`src/rtl/anita3_buffer_scheduler.sv`:
```
// -----------------------------------------------------------------------------
// anita3_buffer_scheduler
//
// Trigger-to-digitize scheduler in the 125 MHz domain. Trigger requests from
// four sources are latched into a sticky pending mask. When a hold buffer is
// free, one is allocated round-robin. A fixed-width digitize pulse is then sent
// to the event generator together with the granted buffer and the source mask.
// Held buffers stay marked until readout releases them.
//
// Optional build macro: ANITA3_SCHED_DEADTIME_EN
//   When defined, this adds a saturating dead-time counter (deadtime_o) and
//   its clear input (deadtime_clr_i).
//
// Ports
//   clk125_i           in   sole clock, 125 MHz
//   rst_n_i            in   asynchronous active-low reset
//   enable_i           in   1 = accept requests, 0 = ignore and clear pending
//   trig_req_i[3:0]    in   request pulses (bit0 RF, bit1 PPS1, bit2 PPS2, bit3 SW)
//   clear_i            in   release buffer clear_buffer_i (strobe)
//   clear_buffer_i[1:0]in   buffer index for clear_i
//   clear_all_i        in   release all buffers and drop pending requests
//   deadtime_clr_i     in   (macro only) zero the dead-time counter
//   deadtime_o[15:0]   out  (macro only) clocks spent with requests blocked by full
//   digitize_o         out  digitize pulse to the event generator
//   digitize_buffer_o  out  granted buffer, held until the next grant
//   digitize_source_o  out  pending-source mask captured at grant
//   buffer_status_o    out  held-buffer mask
//   busy_o             out  FSM not idle
//   full_o             out  all four buffers held
//
// State table
//   state    | meaning
//   IDLE     | waiting for a pending request and a free buffer
//   DIGITIZE | digitize_o high, counting DIGITIZE_CYCLES clocks
//   HOLDOFF  | digitize_o low, counting HOLDOFF_CYCLES dead clocks
// -----------------------------------------------------------------------------
module anita3_buffer_scheduler #(
    parameter int DIGITIZE_CYCLES = 8,
    parameter int HOLDOFF_CYCLES  = 64
) (
    input  logic       clk125_i,
    input  logic       rst_n_i,
    input  logic       enable_i,
    input  logic [3:0] trig_req_i,
    input  logic       clear_i,
    input  logic [1:0] clear_buffer_i,
    input  logic       clear_all_i,
`ifdef ANITA3_SCHED_DEADTIME_EN
    input  logic        deadtime_clr_i,
    output logic [15:0] deadtime_o,
`endif
    output logic       digitize_o,
    output logic [1:0] digitize_buffer_o,
    output logic [3:0] digitize_source_o,
    output logic [3:0] buffer_status_o,
    output logic       busy_o,
    output logic       full_o
);

    localparam int CNT_MAX = (DIGITIZE_CYCLES > HOLDOFF_CYCLES) ? DIGITIZE_CYCLES : HOLDOFF_CYCLES;
    localparam int CNT_W   = (CNT_MAX > 2) ? $clog2(CNT_MAX) : 1;

    typedef enum logic [1:0] {
        IDLE     = 2'd0,
        DIGITIZE = 2'd1,
        HOLDOFF  = 2'd2
    } state_t;

    state_t             state, state_next;
    logic [CNT_W-1:0]   cnt, cnt_next;
    logic [3:0]         pending;
    logic [1:0]         rr_ptr;
    logic [1:0]         sel;
    logic [1:0]         idx;
    logic               sel_found;
    logic               grant;
    logic [3:0]         status_next;

    // Round-robin search for the first free buffer, starting at rr_ptr.
    always_comb begin
        sel       = 2'd0;
        sel_found = 1'b0;
        idx       = 2'd0;
        for (int i = 0; i < 4; i++) begin
            idx = rr_ptr + 2'(i);
            if (!sel_found && !buffer_status_o[idx]) begin
                sel       = idx;
                sel_found = 1'b1;
            end
        end
    end

    assign grant = (state == IDLE) && (pending != 4'd0) && sel_found;

    // State register
    always_ff @(posedge clk125_i or negedge rst_n_i) begin
        if (!rst_n_i) begin
            state <= IDLE;
            cnt   <= '0;
        end else begin
            state <= state_next;
            cnt   <= cnt_next;
        end
    end

    // Next-state logic. clear_all_i intentionally does not abort a pulse in flight.
    always_comb begin
        state_next = state;
        cnt_next   = cnt;
        case (state)
            IDLE: begin
                if (grant) begin
                    state_next = DIGITIZE;
                    cnt_next   = CNT_W'(DIGITIZE_CYCLES - 1);
                end
            end
            DIGITIZE: begin
                if (cnt == '0) begin
                    state_next = HOLDOFF;
                    cnt_next   = CNT_W'(HOLDOFF_CYCLES - 1);
                end else begin
                    cnt_next = cnt - 1'b1;
                end
            end
            HOLDOFF: begin
                if (cnt == '0) begin
                    state_next = IDLE;
                end else begin
                    cnt_next = cnt - 1'b1;
                end
            end
            default: begin
                state_next = IDLE;
                cnt_next   = '0;
            end
        endcase
    end

    // Output decode of registered state
    always_comb begin
        digitize_o = (state == DIGITIZE);
        busy_o     = (state != IDLE);
        full_o     = &buffer_status_o;
    end

    // Buffer status: clear_i first, then a grant set takes precedence over it,
    // and clear_all_i overrides everything.
    always_comb begin
        status_next = buffer_status_o;
        if (clear_i) begin
            status_next[clear_buffer_i] = 1'b0;
        end
        if (grant) begin
            status_next[sel] = 1'b1;
        end
        if (clear_all_i) begin
            status_next = 4'd0;
        end
    end

    always_ff @(posedge clk125_i or negedge rst_n_i) begin
        if (!rst_n_i) begin
            buffer_status_o   <= 4'd0;
            pending           <= 4'd0;
            rr_ptr            <= 2'd0;
            digitize_buffer_o <= 2'd0;
            digitize_source_o <= 4'd0;
        end else begin
            buffer_status_o <= status_next;

            // On a grant, the granted sources are consumed. A request that arrives
            // in the same cycle is kept for the next grant.
            if (!enable_i || clear_all_i) begin
                pending <= 4'd0;
            end else if (grant) begin
                pending <= trig_req_i;
            end else begin
                pending <= pending | trig_req_i;
            end

            if (grant) begin
                rr_ptr            <= sel + 2'd1;
                digitize_buffer_o <= sel;
                digitize_source_o <= pending;
            end
        end
    end

`ifdef ANITA3_SCHED_DEADTIME_EN
    always_ff @(posedge clk125_i or negedge rst_n_i) begin
        if (!rst_n_i) begin
            deadtime_o <= 16'd0;
        end else if (clear_all_i || deadtime_clr_i) begin
            deadtime_o <= 16'd0;
        end else if ((state == IDLE) && (pending != 4'd0) && full_o && (deadtime_o != 16'hFFFF)) begin
            deadtime_o <= deadtime_o + 16'd1;
        end
    end
`endif

endmodule

```
`config.mk`:
```
export PLATFORM = sky130hd
export DESIGN_NAME = anita3_buffer_scheduler
export DESIGN_NICKNAME = d
export VERILOG_FILES = /design/src/rtl/anita3_buffer_scheduler.sv
export SDC_FILE = /design/constraint.sdc
export NUM_CORES = 1
export LEC_CHECK = 0
export ABC_CLOCK_PERIOD_IN_PS = 2400
export CAP_MARGIN = 20
export CORE_ASPECT_RATIO = 0.7
export CORE_MARGIN = 2
export CORE_UTILIZATION = 42
export DETAILED_ROUTE_END_ITERATION = 8
export MAX_ROUTING_LAYER = met4
export PLACE_DENSITY_LB_ADDON = 0.3
export SYNTH_ARGS = -nofsm -noshare
export SYNTH_HDL_FRONTEND = slang
export SYNTH_SLANG_ARGS = --single-unit
```
`constraint.sdc`:
```
create_clock -name clk125_i -period 2.4 [get_ports clk125_i]
set_input_delay 0.6 -clock clk125_i [delete_from_list [all_inputs] [get_ports clk125_i]]
set_output_delay 0.6 -clock clk125_i [all_outputs]
set_load 0.1 [all_outputs]
```
==> run metrics <==
initial core utilization=~45%; clock-pin transition on the worst setup and hold timing paths=0.08 ns; postcts setup bufs=0; Post-synth EDFFs=0; status=finished clean; synth unique cells=41; Syn Area/Cell=8.979 um2; largest area contributor in the synthesized netlist=dfrtp_1; Worst Skew=0.004536 ns; CP startpoint kind=register; Hold Crit Class=reg2reg; Post-CTS Hold Buffers=0; Yosys Warn Count=0; crit path max-delay cell type=dfrtp_1; Routed WL per cell=between 10 and 15 um; Skew-Pair Late Insertion Delay=about 0.26 ns; Root Driver=clkbuf_8; Max Cap Viol=0; residual DRC count=0; Syn-to-layout area delta=25.22%; worst relative slew slack=74.23%; IO Pins=24; Slew Viols, Final=0; Arr. time, crit path=approximately 1.4 ns; CTS tree=done; slowest stage delay, CP=approximately 0.49 ns; GRT overflow=0; RSZ-0062 raised after global routing=no; Leak=0.0007365 uW; Via Count=about 1100; Yosys reg bits=24; Highest Clock Rate=0.4990 GHz; DP HPWL=2282 um; sequential fraction of the synthesis area=47.11%; worst-case reg-to-reg path depth=7; number of hold violations in the final report=0; FP Rows=16; Clock Path Buffers=2; final RePlAce weighted congestion=0.8364; first-pass detailed-route iteration total=4; Clock Sink Count=24; post-cts sizing count=0; CP endpoint kind=output pin; Syn Nets=154; CP Max Fanout=9; final setup fails=0; largest net degree at the start of global routing=25; top cell type's share of synthesized area=roughly 47%; Synth Cell Area=about 0.0013 mm2; Overall Power=about 2200 uW; Slew @ Worst Pin=0.3830 ns; total wire length=just under 3000 um; full die area=about 0.0035 mm2; setup TNS=0 ns; Post-synth ARST share=100.0%; CP Data Required Time=about 1.8 ns; htree depth=1; Synth area leaders=dfrtp_1, a21oi_1, nand2_1; initial antenna violation count=0; # diodes=0; Starting DRT DRC Count=123; main flop type after synthesis=dfrtp_1; first-pass GRT wire length=5078 um; All-Layer GR Usage=a little under a fifth; Max VDD drop=0.6315 mV; share of cells above drive strength 1=15.57%; PD cells=1394 mW/mm2; Tcrit/Tclk final=~83%; Core Region=0.002843 mm2; Hold Path Cell Cnt=2; Die Width=about 70 um; min cycle time layout=2.004 ns; Total Nets Final=180; kind of critical path=reg2out; Port Buffers=23; synthesized netlist cell count=142; Routed Antenna Nets=0; Vias/cell=about 5.5; clock buffer count from CTS=3; vias in the first global route=around 1000; Die Y-Extent=50.10 um; critical-path cell list=nand2b_1 > inv_1 > buf_12
power breakdown:
group,total [uW],internal (uW),switching (uW)
sequential,687,533,154
clock,239,118,120
combinational,1300,402,898
path summary, 6_finish.rpt:
check	startpoint	slack (ns)	endpoint
max	state[1]$_DFFE_PN0P_	0.40	digitize_o
min	digitize_source_o[0]$_DFFE_PN0P_	0.50	digitize_source_o[0]$_DFFE_PN0P_
max reg2reg	cnt[0]$_DFFE_PN0P_	0.44	cnt[2]$_DFFE_PN0P_
min reg2reg	digitize_source_o[0]$_DFFE_PN0P_	0.50	digitize_source_o[0]$_DFFE_PN0P_
max in group asynchronous	rst_n_i	1.45	buffer_status_o[0]$_DFF_PN0_
min in group asynchronous	rst_n_i	0.69	cnt[2]$_DFFE_PN0P_
critical path: cells and delay by family, from the launching register on:
family	cells	cell delay (ns)
buf+inv	2	0.38
flops	1	0.49
simple gates	1	0.27
metal layers:
metal  vias to the layer above  part of all wire (%)  GRT usage, %
met4                         0                  0.38         3.526
li1                        556                     -             -
met2                        41                    44         26.67
met1                       525                    49         27.05
met5                         -                     0             -
met3                         2                   6.3         4.703
through the flow:
step                      area [um2]  setup slack, ns  cells  hold WS (ns)  util, %
after global placement          1551           0.5796    199        0.4680    54.58
after floorplan                 1280          0.01881    142        0.3044        -
final                           1597           0.3961    203        0.4959    56.16
after global routing            1597           0.2812    203        0.5380    56.16
after CTS                       1597           0.4027    203        0.5000    56.16
after detailed placement        1551           0.4860    199        0.4758    54.58
synth_stat cells (2+ instances only):
master,number
o21a_1,2
nand3b_1,2
dfrtp_1,24
or3_1,2
a21oi_1,13
inv_1,7
nand3_1,5
nor2b_1,3
o21ai_0,11
clkbuf_1,2
nand2b_1,4
mux2i_1,2
xor2_1,2
nor3_1,3
nand2_1,17
nor2_1,16
o211ai_1,2
a22o_1,2
cells by family (layout without fill, tap and decap cells):
| family | Yosys count | in the layout | synth area share [%] |
|---|---|---|---|
| XOR/XNOR | 3 | 3 | 2.061 |
| AO/OA/AOI/OAI | 41 | 41 | 20.41 |
| AND/OR/NAND/NOR | 59 | 59 | 23.06 |
| multiplexers | 3 | 3 | 2.453 |
| flip-flops | 24 | 24 | 47.11 |
| buffers and inverters | 11 | 36 | 3.926 |
| adder cells (fa/ha/maj) | 1 | 1 | 0.9812 |
state kept, by name (all words and copies together) (netlist names):
register	count
rr_ptr	2
digitize_source_o	4
cnt	6
digitize_buffer_o	2
pending	4
state	2
buffer_status_o	4
cell usage in the layout (no fill, tap or decap), drive strengths merged, types with 2 or more instances in the layout:
cell	n
xor2	2
clkdlybuf4s50	10
nand3	5
nor3	3
nand2	17
o21ai	11
nor2	17
o211ai	2
a22o	2
nand3b	2
dfrtp	24
o21a	2
a21oi	13
inv	6
nand2b	4
buf	15
and3	2
mux2i	2
clkbuf	4
nor2b	3
or3	2
final cells by class:
type                       instances  area [um2]
tap                               36       45.04
inverter                           7       30.03
multi-input combinational        107       624.3
sequential                        24       601.8
fill                             259        1246
timing repair buffer              25       250.2
clock buffer                       4       45.04
(Power assumes the default switching activity.)
